$ cat src/rtl/chip_tester_pkg.sv
// Shared types and defaults for the chip tester: writer FSM states,
// result-region layout and the result word type.
package chip_tester_pkg;

    // Result writer FSM states.
    typedef enum logic [2:0] {
        IDLE    = 3'd0,
        WR_LO   = 3'd1,
        WR_HI   = 3'd2,
        DISCARD = 3'd3,
        MK_LO   = 3'd4,
        MK_HI   = 3'd5
    } wr_state_e;

    // Default result region: upper half of a 1M-word SRAM.
    localparam logic [19:0] RW_BASE_ADDR  = 20'h80000;
    localparam logic [19:0] RW_LIMIT_ADDR = 20'hFFFFF;
    // End-of-results terminator, written as two consecutive words.
    localparam logic [15:0] RW_MARKER     = 16'hFFFF;

    // One DUT result as carried by the result FIFO.
    localparam int RESULT_W = 30;
    typedef logic [RESULT_W-1:0] result_word_t;

endpackage

$ cat src/rtl/result_writer.sv
// Drains result words from a show-ahead FIFO and stores each one in SRAM as
// a low/high pair of data words through an sopc-style master port. On a
// finish request an end-of-results marker pair is appended once the FIFO is
// empty.
//
// Bus handshake: while write=1 the address, writedata and byteenable are held
// stable; a transfer completes on the rising edge where write=1 and
// waitrequest=0, and each write state issues exactly one transfer.
module result_writer
    import chip_tester_pkg::*;
#(
    parameter int                    ADDR_WIDTH   = 20,
    parameter int                    DATA_WIDTH   = 16,
    parameter int                    RESULT_WIDTH = 30,
    parameter logic [ADDR_WIDTH-1:0] BASE_ADDR    = RW_BASE_ADDR,
    parameter logic [ADDR_WIDTH-1:0] LIMIT_ADDR   = RW_LIMIT_ADDR,
    parameter logic [DATA_WIDTH-1:0] MARKER       = RW_MARKER
) (
    input  logic                    clock,
    input  logic                    reset_n,
    input  logic                    start,
    input  logic                    enable,
    input  logic                    finish,
    input  logic [RESULT_WIDTH-1:0] rfifo_dataq,
    input  logic                    rfifo_rdempty,
    output logic                    rfifo_rdreq,
    output logic [ADDR_WIDTH-1:0]   address,
    output logic [1:0]              byteenable,
    output logic                    write,
    output logic [DATA_WIDTH-1:0]   writedata,
    input  logic                    waitrequest,
    output logic                    done,
    output logic                    overflow,
    output logic [ADDR_WIDTH-1:0]   result_count
);

    wr_state_e                 state_q, state_d;
    logic [ADDR_WIDTH-1:0]     ptr_q, ptr_d;
    logic [RESULT_WIDTH-1:0]   hold_q, hold_d;
    logic [ADDR_WIDTH-1:0]     count_q, count_d;
    logic                      done_q, done_d;
    logic                      ovf_q, ovf_d;
    logic                      fin_pend_q, fin_pend_d;

    logic                      start_idle;
    logic                      pop_ok;
    logic                      room;
    logic [ADDR_WIDTH-1:0]     ptr_inc;
    logic [2*DATA_WIDTH-1:0]   hold_ext;

    // start only acts in IDLE and takes precedence over a pop in that cycle.
    assign start_idle = start && (state_q == IDLE);
    assign pop_ok     = (state_q == IDLE) && enable && !rfifo_rdempty && !done_q && !start;
    // Two more words fit only while the pointer is at or below LIMIT_ADDR-1.
    assign room       = (ptr_q < LIMIT_ADDR);
    // The pointer saturates at LIMIT_ADDR instead of wrapping.
    assign ptr_inc    = (ptr_q == LIMIT_ADDR) ? ptr_q : ptr_q + ADDR_WIDTH'(1);

    // Next-state logic, FIFO pop, pointer/status updates.
    always_comb begin
        state_d     = state_q;
        ptr_d       = ptr_q;
        hold_d      = hold_q;
        count_d     = count_q;
        done_d      = done_q;
        ovf_d       = ovf_q;
        fin_pend_d  = fin_pend_q;
        rfifo_rdreq = 1'b0;

        case (state_q)
            IDLE: begin
                if (start_idle) begin
                    ptr_d      = BASE_ADDR;
                    count_d    = '0;
                    done_d     = 1'b0;
                    ovf_d      = 1'b0;
                    fin_pend_d = 1'b0;
                end else if (pop_ok) begin
                    rfifo_rdreq = 1'b1;
                    hold_d      = rfifo_dataq;
                    if (ovf_q || !room) begin
                        ovf_d   = 1'b1;
                        state_d = DISCARD;
                    end else begin
                        state_d = WR_LO;
                    end
                end else if (fin_pend_q && rfifo_rdempty) begin
                    if (!ovf_q && room) begin
                        state_d = MK_LO;
                    end else begin
                        // No space for the marker: terminate without it.
                        ovf_d  = 1'b1;
                        done_d = 1'b1;
                    end
                end
            end
            WR_LO: begin
                if (!waitrequest) begin
                    ptr_d   = ptr_inc;
                    state_d = WR_HI;
                end
            end
            WR_HI: begin
                if (!waitrequest) begin
                    ptr_d   = ptr_inc;
                    count_d = count_q + ADDR_WIDTH'(1);
                    state_d = IDLE;
                end
            end
            DISCARD: begin
                state_d = IDLE;
            end
            MK_LO: begin
                if (!waitrequest) begin
                    ptr_d   = ptr_inc;
                    state_d = MK_HI;
                end
            end
            MK_HI: begin
                if (!waitrequest) begin
                    ptr_d   = ptr_inc;
                    done_d  = 1'b1;
                    state_d = IDLE;
                end
            end
            default: begin
                state_d = IDLE;
            end
        endcase

        // finish is ignored once done, unless start re-arms in the same cycle.
        if (finish && (!done_q || start_idle)) begin
            fin_pend_d = 1'b1;
        end
        if (done_d) begin
            fin_pend_d = 1'b0;
        end
    end

    // Bus outputs decoded from state; hold_q and ptr_q keep them stable during stalls.
    always_comb begin
        hold_ext                   = '0;
        hold_ext[RESULT_WIDTH-1:0] = hold_q;
        write                      = 1'b0;
        writedata                  = '0;
        case (state_q)
            WR_LO: begin
                write     = 1'b1;
                writedata = hold_ext[DATA_WIDTH-1:0];
            end
            WR_HI: begin
                write     = 1'b1;
                writedata = hold_ext[2*DATA_WIDTH-1:DATA_WIDTH];
            end
            MK_LO, MK_HI: begin
                write     = 1'b1;
                writedata = MARKER;
            end
            default: begin
                write     = 1'b0;
                writedata = '0;
            end
        endcase
        byteenable = write ? 2'b11 : 2'b00;
    end

    assign address      = ptr_q;
    assign done         = done_q;
    assign overflow     = ovf_q;
    assign result_count = count_q;

    // State register; reset drops any in-flight write immediately.
    always_ff @(posedge clock or negedge reset_n) begin
        if (!reset_n) begin
            state_q    <= IDLE;
            ptr_q      <= BASE_ADDR;
            hold_q     <= '0;
            count_q    <= '0;
            done_q     <= 1'b0;
            ovf_q      <= 1'b0;
            fin_pend_q <= 1'b0;
        end else begin
            state_q    <= state_d;
            ptr_q      <= ptr_d;
            hold_q     <= hold_d;
            count_q    <= count_d;
            done_q     <= done_d;
            ovf_q      <= ovf_d;
            fin_pend_q <= fin_pend_d;
        end
    end

endmodule
$ cat config.mk
export PLATFORM = sky130hd
export DESIGN_NAME = result_writer
export DESIGN_NICKNAME = d
export VERILOG_FILES = /design/src/rtl/chip_tester_pkg.sv /design/src/rtl/result_writer.sv
export SDC_FILE = /design/constraint.sdc
export NUM_CORES = 1
export LEC_CHECK = 0
export CORE_ASPECT_RATIO = 1.4
export CORE_UTILIZATION = 40
export DETAILED_ROUTE_END_ITERATION = 10
export HOLD_SLACK_MARGIN = 0.08
export PLACE_DENSITY = 0.76
export SYNTH_ARGS = -nofsm -noshare
export SYNTH_HDL_FRONTEND = slang
export SYNTH_SLANG_ARGS = --single-unit
$ cat constraint.sdc
create_clock -name clock -period 2.4 [get_ports clock]
set_input_delay 0.24 -clock clock [delete_from_list [all_inputs] [get_ports clock]]
set_output_delay 0.24 -clock clock [all_outputs]
set_load 0.01 [all_outputs]
# Word level (Yosys, flattened, before mapping)
# Index checks and enable logic that the tools add are counted.
dict set report totals {
  regBits 76
  in_bits 37
  out_inout_bits 62
}
dict set report classes {
  n_addsub 2
  eq_ne 17
  n_bitwise 1
  muxes 37
  order_cmp 1
  reduce_logical 30
}
# cell count
set op_table {}
lappend op_table {{20-bit 2-to-1 mux} 5}
lappend op_table {{20-bit one-hot mux with 2 select lines} 2}
lappend op_table {{16-bit one-hot mux with 3 select lines} 1}
lappend op_table {{20-bit by 1-bit adder with 20-bit output (second input constant)} 2}
lappend op_table {{3-bit 2-to-1 mux} 7}
lappend op_table {{20-bit equality test (second input constant)} 1}
lappend op_table {{20-bit less-than comparator (second input constant)} 1}
lappend op_table {{1-bit 2-to-1 mux} 18}
lappend op_table {{2-bit inequality test (second input constant)} 8}
lappend op_table {{3-bit one-hot mux with 4 select lines} 1}
lappend op_table {{3-bit by 2-bit inequality test with 1-bit output (second input constant)} 3}
lappend op_table {{3-bit nonzero test} 3}
lappend op_table {{1-bit logical AND} 8}
lappend op_table {{4-bit AND reduction} 2}
lappend op_table {{3-bit equality test (second input constant)} 2}
lappend op_table {{3-bit AND reduction} 2}
lappend op_table {{6-bit AND reduction} 1}
lappend op_table {{1-bit zero test} 5}
lappend op_table {{2-bit 2-to-1 mux} 2}
lappend op_table {{2-bit nonzero test} 2}
lappend op_table {{2-bit OR reduction} 2}
lappend op_table {{4-bit OR reduction} 1}
lappend op_table {{3-bit by 1-bit equality test with 1-bit output (second input constant)} 1}
lappend op_table {{3-bit by 2-bit equality test with 1-bit output (second input constant)} 1}
lappend op_table {{6 further kinds} 7}

# Longest topological paths before layout
# Gate-level depths: netlist of run 1.
dict set report depth {
  word_depth 10
  mapped_depth 9
  depth_no_buf 5
}

# Worst setup path before layout of run 1
# Ideal clock, no wire load.
dict set report synth_timing {
  path_type {register to register}
  start {reg state_q[1]}
  end {reg ptr_q[12], in the netlist address[12]}
  n_path_buf 2
  arrival_ns 1.961
  setup_slack_ns 0.361
  path_stages_with_launch 8
  setup_ns 0.078
  synth_period_minus_slack_ns 2.039
  required_ns 2.322
  path_cell_list {dfrtp_1 or4b_1 buf_6 nand4_4 o21ai_2 buf_6 or4_1 a21oi_1}
}
dict set report synth_via {
  elab_chain_cells 4
}
# item line_no
set synth_lines {}
lappend synth_lines {{from (decl)} result_writer.sv:37} ;# wr_state_e state_q, state_d;
lappend synth_lines {{from (signal assigned)} result_writer.sv:183} ;# state_q <= state_d;
lappend synth_lines {{3-bit equality test, or another cell as far along} result_writer.sv:70} ;# case (state_q)
lappend synth_lines {{4-bit OR reduction (no line) / 1-bit logical AND (equally long branches)} --}
lappend synth_lines {{2-bit inequality test (no line) / 2-bit nonzero test (equally long branches)} --}
lappend synth_lines {{4-bit AND reduction (no line)} --}
lappend synth_lines {{to (signal assigned)} result_writer.sv:184} ;# ptr_q <= ptr_d;
lappend synth_lines {{to (decl)} result_writer.sv:38} ;# logic [ADDR_WIDTH-1:0] ptr_q, ptr_d;
# Several ways; a longest one is shown, not always the timed one.
# A chain may end at the register's enable or synchronous reset.

# Final worst setup path of run 1
dict set report layout_timing {
  start {reg state_q[2]}
  end {out write}
}
dict set report layout_via {
  elab_chain_cells 3
}
# item line_no
set layout_lines {}
lappend layout_lines {{3-bit equality test, or another cell as far along} result_writer.sv:146} ;# case (state_q)
lappend layout_lines {{4-bit OR reduction (no line) (*)} --}
lappend layout_lines {{1-bit 2-to-1 mux (*)} result_writer.sv:146}
lappend layout_lines {{to (decl)} result_writer.sv:29} ;# output logic write,
# Every way passes the cells marked *; elsewhere a longest branch is shown, timed or not.

==> flow_summary.yaml, run 1 <==
clocking:
  cts_tree: "built"
  cts-root-buf: "clkbuf_16"
  clock_latency_ns: 0.34
  path_clk_slew_ns: 0.06
  clock_path_buffers: 2
  cts_made_buffers: 9
  cts_sinks: 76
  cts_max_level: 3
worst_setup_path:
  cp_max_fo: 11
  path_cells: "buf_4 > nor2_2 > xnor2_2 > clkdlybuf4s50_1"
  crit_family: "buffers and inverters"
  worstPathRequired_ns: 2.16
  worstSetupPathDepth: 4
  start_kind: "flop"
  end_kind: "output pin"
  ff2ff_path_depth: 6
  crit_arrival_ns: 1.99
  r2r_end: "address[15]"
  worstSetupPathType: "flop to output pin"
  rrSetupSlack_ns: 0.18
  cpPeakStageDelay_ns: 0.59
  crit_buf_inv: 2
  r2r-start: "state_q[0]"
  critical-path-slowest-cell: "clkdlybuf4s50_1"
floorplanning:
  initial_core_util_pct: 41.25
  core-area_um2: 9512
  die_area_um2: 10220
  die_h_um: 119.2
  placementRows: 42
  fp.dieW_um: 85.71
  boundaryPins: 99
drt:
  drt_first_pass_iters: 4
  drc: 0
  dr_total_vias: 3525
  routedWlPerCell_um: 15.60
  first_iter_violations: 236
  drt_wl_total_um: 10120
  drtAntennaViolNets: 0
  viasPerCell: 5.431
timing:
  clock.fmax_mhz: 447.9
  relSlewSlack_pct: 35.28
  grt_setup_unrepaired: "false"
  fin_skew_ns: 0.006626
  fin_crit_sh_pct: 93.04
  slew_viol_final: 0
  setup_tns_ns: 0
  finalCriticalPeriod_ns: 2.233
  hold_viol: 0
  setup_viol: 0
  tightest_slew_ns: 0.9708
logic_synthesis:
  synth_nets: 439
  synth-main-ff-cell: "dfrtp_1"
  yosys-top-cells-area: "dfrtp_1, mux2_2, a21oi_1"
  syn_area_um2: 3924
  synth_edf_count: 0
  yosys.area.top_type: "dfrtp_1"
  postSynth.asyncResetShare_pct: 100.0
  yosys.area.top_type_share_pct: 47.83
  synth_warnings: 0
  syn_area_per_cell_um2: 9.809
  syn_inst: 400
  seq_area_frac_synth_pct: 48.50
  synth.distinct_cells: 47
  ys_seq_elements: 76
cells_and_area:
  syn_to_final_growth_pct: 40.75
  finish.net_count: 551
  drive_above_1_share_pct: 16.44
  finalInstanceArea_um2: 5523
  antenna_cells: 0
  fillers: 791
  layout.cells.non_filler: 649
power_and_ir_drop:
  p_per_area_nw_per_um2: 985.2
  finalPower_mw: 5.441
  ir_drop_mv: 0.6871
  power_leakage_nw: 2.381
placement:
  placed_area_um2: 5134
  portBuffers: 98
  placed_cells: 629
  hpwl_um: 6944
  gp_congestion: 0.8093
global_route:
  grt_pass1_wl_um: 16870
  grt_pass1_vias: 3577
  grtUsageTotal_pct: 21.04
  grt_start_max_net_pins: 77
  grt_overflow_total: 0
  antenna_found_initial: 0
outcome:
  outcome: "completed"
worst_hold_path:
  hold_path_class: "primary input to async pin"
run:
  drv_cap: 0
## registers in the layout, summed over array words and instances (netlist names)
| signal | flops |
|---|---|
| address | 20 |
| done | 1 |
| fin_pend_q | 1 |
| hold_q | 30 |
| overflow | 1 |
| result_count | 20 |
| state_q | 3 |
## cell families after synthesis
logic type | count (synthesis) | synth area share [%]
buffers and inverters | 36 | 4.209
and+or+nand+nor | 142 | 19.32
xor gates and xnor gates | 15 | 3.348
DFF | 76 | 48.50
adders and majority gates | 2 | 0.6377
muxes | 32 | 9.152
AOI/OAI and AO/OA | 97 | 14.83
## worst max path at each step
| stage | from | to | slack [ns] |
|---|---|---|---|
| final | state_q[2] | write | 0.17 |
| after floorplan | state_q[1] | address[12] | 0.36 |
| after global routing | state_q[0] | address[17] | 0.04 |
| after detailed placement | start | address[14] | -0.005 |
| after CTS | state_q[1] | writedata[6] | 0.02 |
| after global placement | start | address[4] | 0.02 |
## through the flow
stage | hold WS (ns) | setup slack [ns] | utilization [%]
4_1_cts | 0.09412 | 0.02273 | 57.20
5_1_grt | 0.1659 | 0.04234 | 58.06
3_5_place_dp | 0.4605 | -0.005494 | 53.97
2_1_floorplan | -0.05559 | 0.3609 | -
6_report | 0.06059 | 0.1671 | 58.06
3_3_place_gp | 0.4465 | 0.02150 | 53.97
## per-layer routing
metal	track usage [%]	vias up	part of all wire, %
li1	-	1673	-
met1	25.52	1691	42
met2	34.95	139	50
met3	5.613	22	6.1
met4	9.063	0	2.5
met5	0	-	0
## cell usage in the layout, fill, tap and decap left out, types with 5 or more instances in the layout
cell type and count:
a22o_1 5, o31ai_1 10, nand4_1 8, nor2_1 25
clkbuf_16 9, or4_1 9, xnor2_1 13, buf_4 29
dfrtp_1 75, clkdlybuf4s50_1 82, dlymetal6s2s_1 14, and2_1 6
nand3_1 12, or3_1 10, and4_1 5, a21oi_1 36
nor3_1 11, mux2_2 30, inv_1 9, o21ai_0 30
nand2_1 33
## Yosys cell counts, types with 2 or more instances
| cell type | n |
|---|---|
| nand4_1 | 8 |
| o31ai_1 | 10 |
| nor2_1 | 27 |
| and2_1 | 6 |
| buf_2 | 3 |
| and4_1 | 5 |
| buf_4 | 3 |
| nor4_1 | 3 |
| o2111ai_1 | 2 |
| buf_6 | 2 |
| nand2_1 | 33 |
| buf_1 | 2 |
| nor2b_1 | 3 |
| o31a_1 | 3 |
| inv_1 | 9 |
| mux2_2 | 30 |
| nand2b_1 | 4 |
| or3_1 | 12 |
| nand3_1 | 12 |
| or4_1 | 9 |
| nor3_1 | 11 |
| and3_1 | 3 |
| ha_1 | 2 |
| dfrtp_1 | 75 |
| o211ai_1 | 3 |
| o21ai_0 | 30 |
| nor3b_1 | 2 |
| clkbuf_1 | 17 |
| xnor2_1 | 14 |
| a22o_1 | 5 |
| a21oi_1 | 36 |
## report_power, final
part | total [mW] | internal (mW) | switching [mW]
Sequential | 1.83 | 1.61 | 0.219
Clock | 1.28 | 0.784 | 0.500
Combinational | 2.33 | 1.20 | 1.13
## layout make-up
class / count / area [µm²] / area share, %
Clock buffer: 15 / 277.8 / 5.029
Sequential cell: 76 / 1903 / 34.46
Clock inverter: 1 / 5.005 / 0.09062
Tap cell: 132 / 165.2 / 2.990
Multi-Input combinational cell: 288 / 1897 / 34.35
Timing Repair Buffer: 128 / 1241 / 22.47
Inverter: 9 / 33.78 / 0.6117
## repair_timing
action,4_1_cts,5_1_grt
cloned,0,1
buffers inserted,2,1
hold buffers,0,0
gates resized for setup,3,23
setup endpoints to repair,1,24
(Power assumes the default switching activity.)
==> inputs of run 2 (changes only) <==
--- a/config.mk
+++ b/config.mk
@@ -10,6 +10,7 @@
 export DETAILED_ROUTE_END_ITERATION = 10
 export HOLD_SLACK_MARGIN = 0.08
 export PLACE_DENSITY = 0.76
+export SLEW_MARGIN = 20
 export SYNTH_ARGS = -nofsm -noshare
 export SYNTH_HDL_FRONTEND = slang
 export SYNTH_SLANG_ARGS = --single-unit
==> run 2 against run 1 <==
Against the previous run:
- critical path depth unchanged
- sequential cell count unchanged
- via count down 0.11%
- routed wire length up 0.25%
- register-to-register slack about the same
- clock skew about the same
- cell count up 0.31%
- sequential share of layout area down 0.23 points
- critical endpoint unchanged
- largest cell class unchanged
==> flow_summary.yaml, run 2 (synthesis results as in run 1) <==
outcome:
  outcome: "completed"
drt:
  drtAntennaViolNets: 0
  drt_first_pass_iters: 4
  viasPerCell: 5.409
  drt_wl_total_um: 10150
  first_iter_violations: 249
  routedWlPerCell_um: 15.59
  drc: 0
  dr_total_vias: 3521
placement:
  portBuffers: 98
  placed_area_um2: 5134
  place_worst_setup_slack_ns: -0.005494
  gp_congestion: 0.8093
  placed_cells: 629
  hpwl_um: 6944
global_route:
  antenna_found_initial: 0
  grt_use_met1_pct: 25.52
  grtUsageMet2_pct: 34.95
  grtUsageTotal_pct: 21.04
  busiest_layer: "met2"
  grt_start_max_net_pins: 77
  grt_pass1_wl_um: 16870
  use_met3_pct: 5.613
  grt_overflow_total: 0
  grt_pass1_vias: 3577
clocking:
  cts_max_level: 3
  cts_sinks: 76
  cts_tree: "built"
  clock_path_buffers: 2
  cts_made_buffers: 9
  cts-root-buf: "clkbuf_16"
  clock_latency_ns: 0.34
  path_clk_slew_ns: 0.06
worst_setup_path:
  r2r_end: "address[14]"
  crit_buf_inv: 2
  end_kind: "output pin"
  startpoint: "state_q[2]"
  worstSetupPathType: "flop to output pin"
  rrSetupSlack_ns: 0.19
  crit_family: "buffers and inverters"
  path_cells: "buf_4 > nor2_2 > xnor2_2 > clkdlybuf4s50_1"
  cpPeakStageDelay_ns: 0.59
  critical-path-slowest-cell: "clkdlybuf4s50_1"
  cp_max_fo: 11
  ff2ff_path_depth: 6
  r2r-start: "state_q[0]"
  worstPathRequired_ns: 2.16
  start_kind: "flop"
  crit_arrival_ns: 1.99
cells_and_area:
  layout.cells.non_filler: 651
  layout_commonest_cell: "clkdlybuf4s50_1"
  finalInstanceArea_um2: 5560
  antenna_cells: 0
  largest-register: "hold_q"
  drive_above_1_share_pct: 16.57
  most-common-layout-cells: "clkdlybuf4s50_1, dfrtp_1, a21oi_1"
  largest_register_ffs: 30
  syn_to_final_growth_pct: 41.71
  finish.net_count: 553
  finish.utilization_pct: 58.46
worst_hold_path:
  hold_path_class: "primary input to async pin"
power_and_ir_drop:
  power_leakage_nw: 2.398
  p_per_area_nw_per_um2: 978.6
  ir_drop_mv: 0.6875
  finalPower_mw: 5.441
floorplanning:
  boundaryPins: 99
  die_h_um: 119.2
  fp.dieW_um: 85.71
  initial_core_util_pct: 41.25
  core-area_um2: 9512
  die_area_um2: 10220
  placementRows: 42
timing:
  finalCriticalPeriod_ns: 2.231
  hold_viol: 0
  tightest_slew_ns: 0.5134
  setup_viol: 0
  fin_skew_ns: 0.006548
  setup_slack_ns: 0.1691
  fin_crit_sh_pct: 92.95
  grt_setup_unrepaired: "false"
  slew_viol_final: 0
  relSlewSlack_pct: 65.64
  clock.fmax_mhz: 448.3
run:
  drv_cap: 0
run 2: changes by cell type in the layout (fill, tap and decap cells not counted), sizes merged:
cell | previous run | this run
buf | 30 | 31
dlygate4sd3 | 0 | 1
run 2: worst max-delay path by stage:
stage | end | slack (ns) | depth (start not counted)
6_report | write | 0.17 | 4
5_1_grt | address[17] | 0.04 | 7
4_1_cts | writedata[6] | 0.02 | 6
3_5_place_dp | address[14] | -0.005 | 6
3_3_place_gp | address[4] | 0.02 | 7
2_1_floorplan | address[12] | 0.36 | 7
run 2: cell type report:
class	count	area [µm²]
flip-flops and latches	76	1903
fillers	787	3951
multi-input cells	288	1897
well taps	132	165.2
repair buffers	130	1279
clock inverters	1	5.005
inverters	9	33.78
clock buffers	15	277.8
run 2: stage by stage:
stage | setup TNS (ns) | hold WS, ns
floorplan | 0 | -0.05559
global placement | 0 | 0.4465
detailed placement | -0.005494 | 0.4605
CTS | 0 | 0.09412
global route | 0 | 0.3680
finish | 0 | 0.3437
run 2: timing repair:
action,4_1_cts,5_1_grt
resized for setup,3,23
hold endpoints to repair,0,19
setup buffers,2,1
hold buffers,0,1
cloned,0,1
pin swaps,0,0
setup endpoints to repair,1,24
run 2: where the power goes:
group,total [mW],switching (mW),leakage (nW),internal (mW)
Clock,1.28,0.496,0.140,0.784
Combinational,2.34,1.13,1.26,1.21
Sequential,1.82,0.217,0.993,1.61
run 2: per-layer routing:
metal	share of wire, %	up-vias
met3	6.2	17
met2	50	141
met1	41	1687
li1	-	1676
met5	0	-
met4	2.0	0
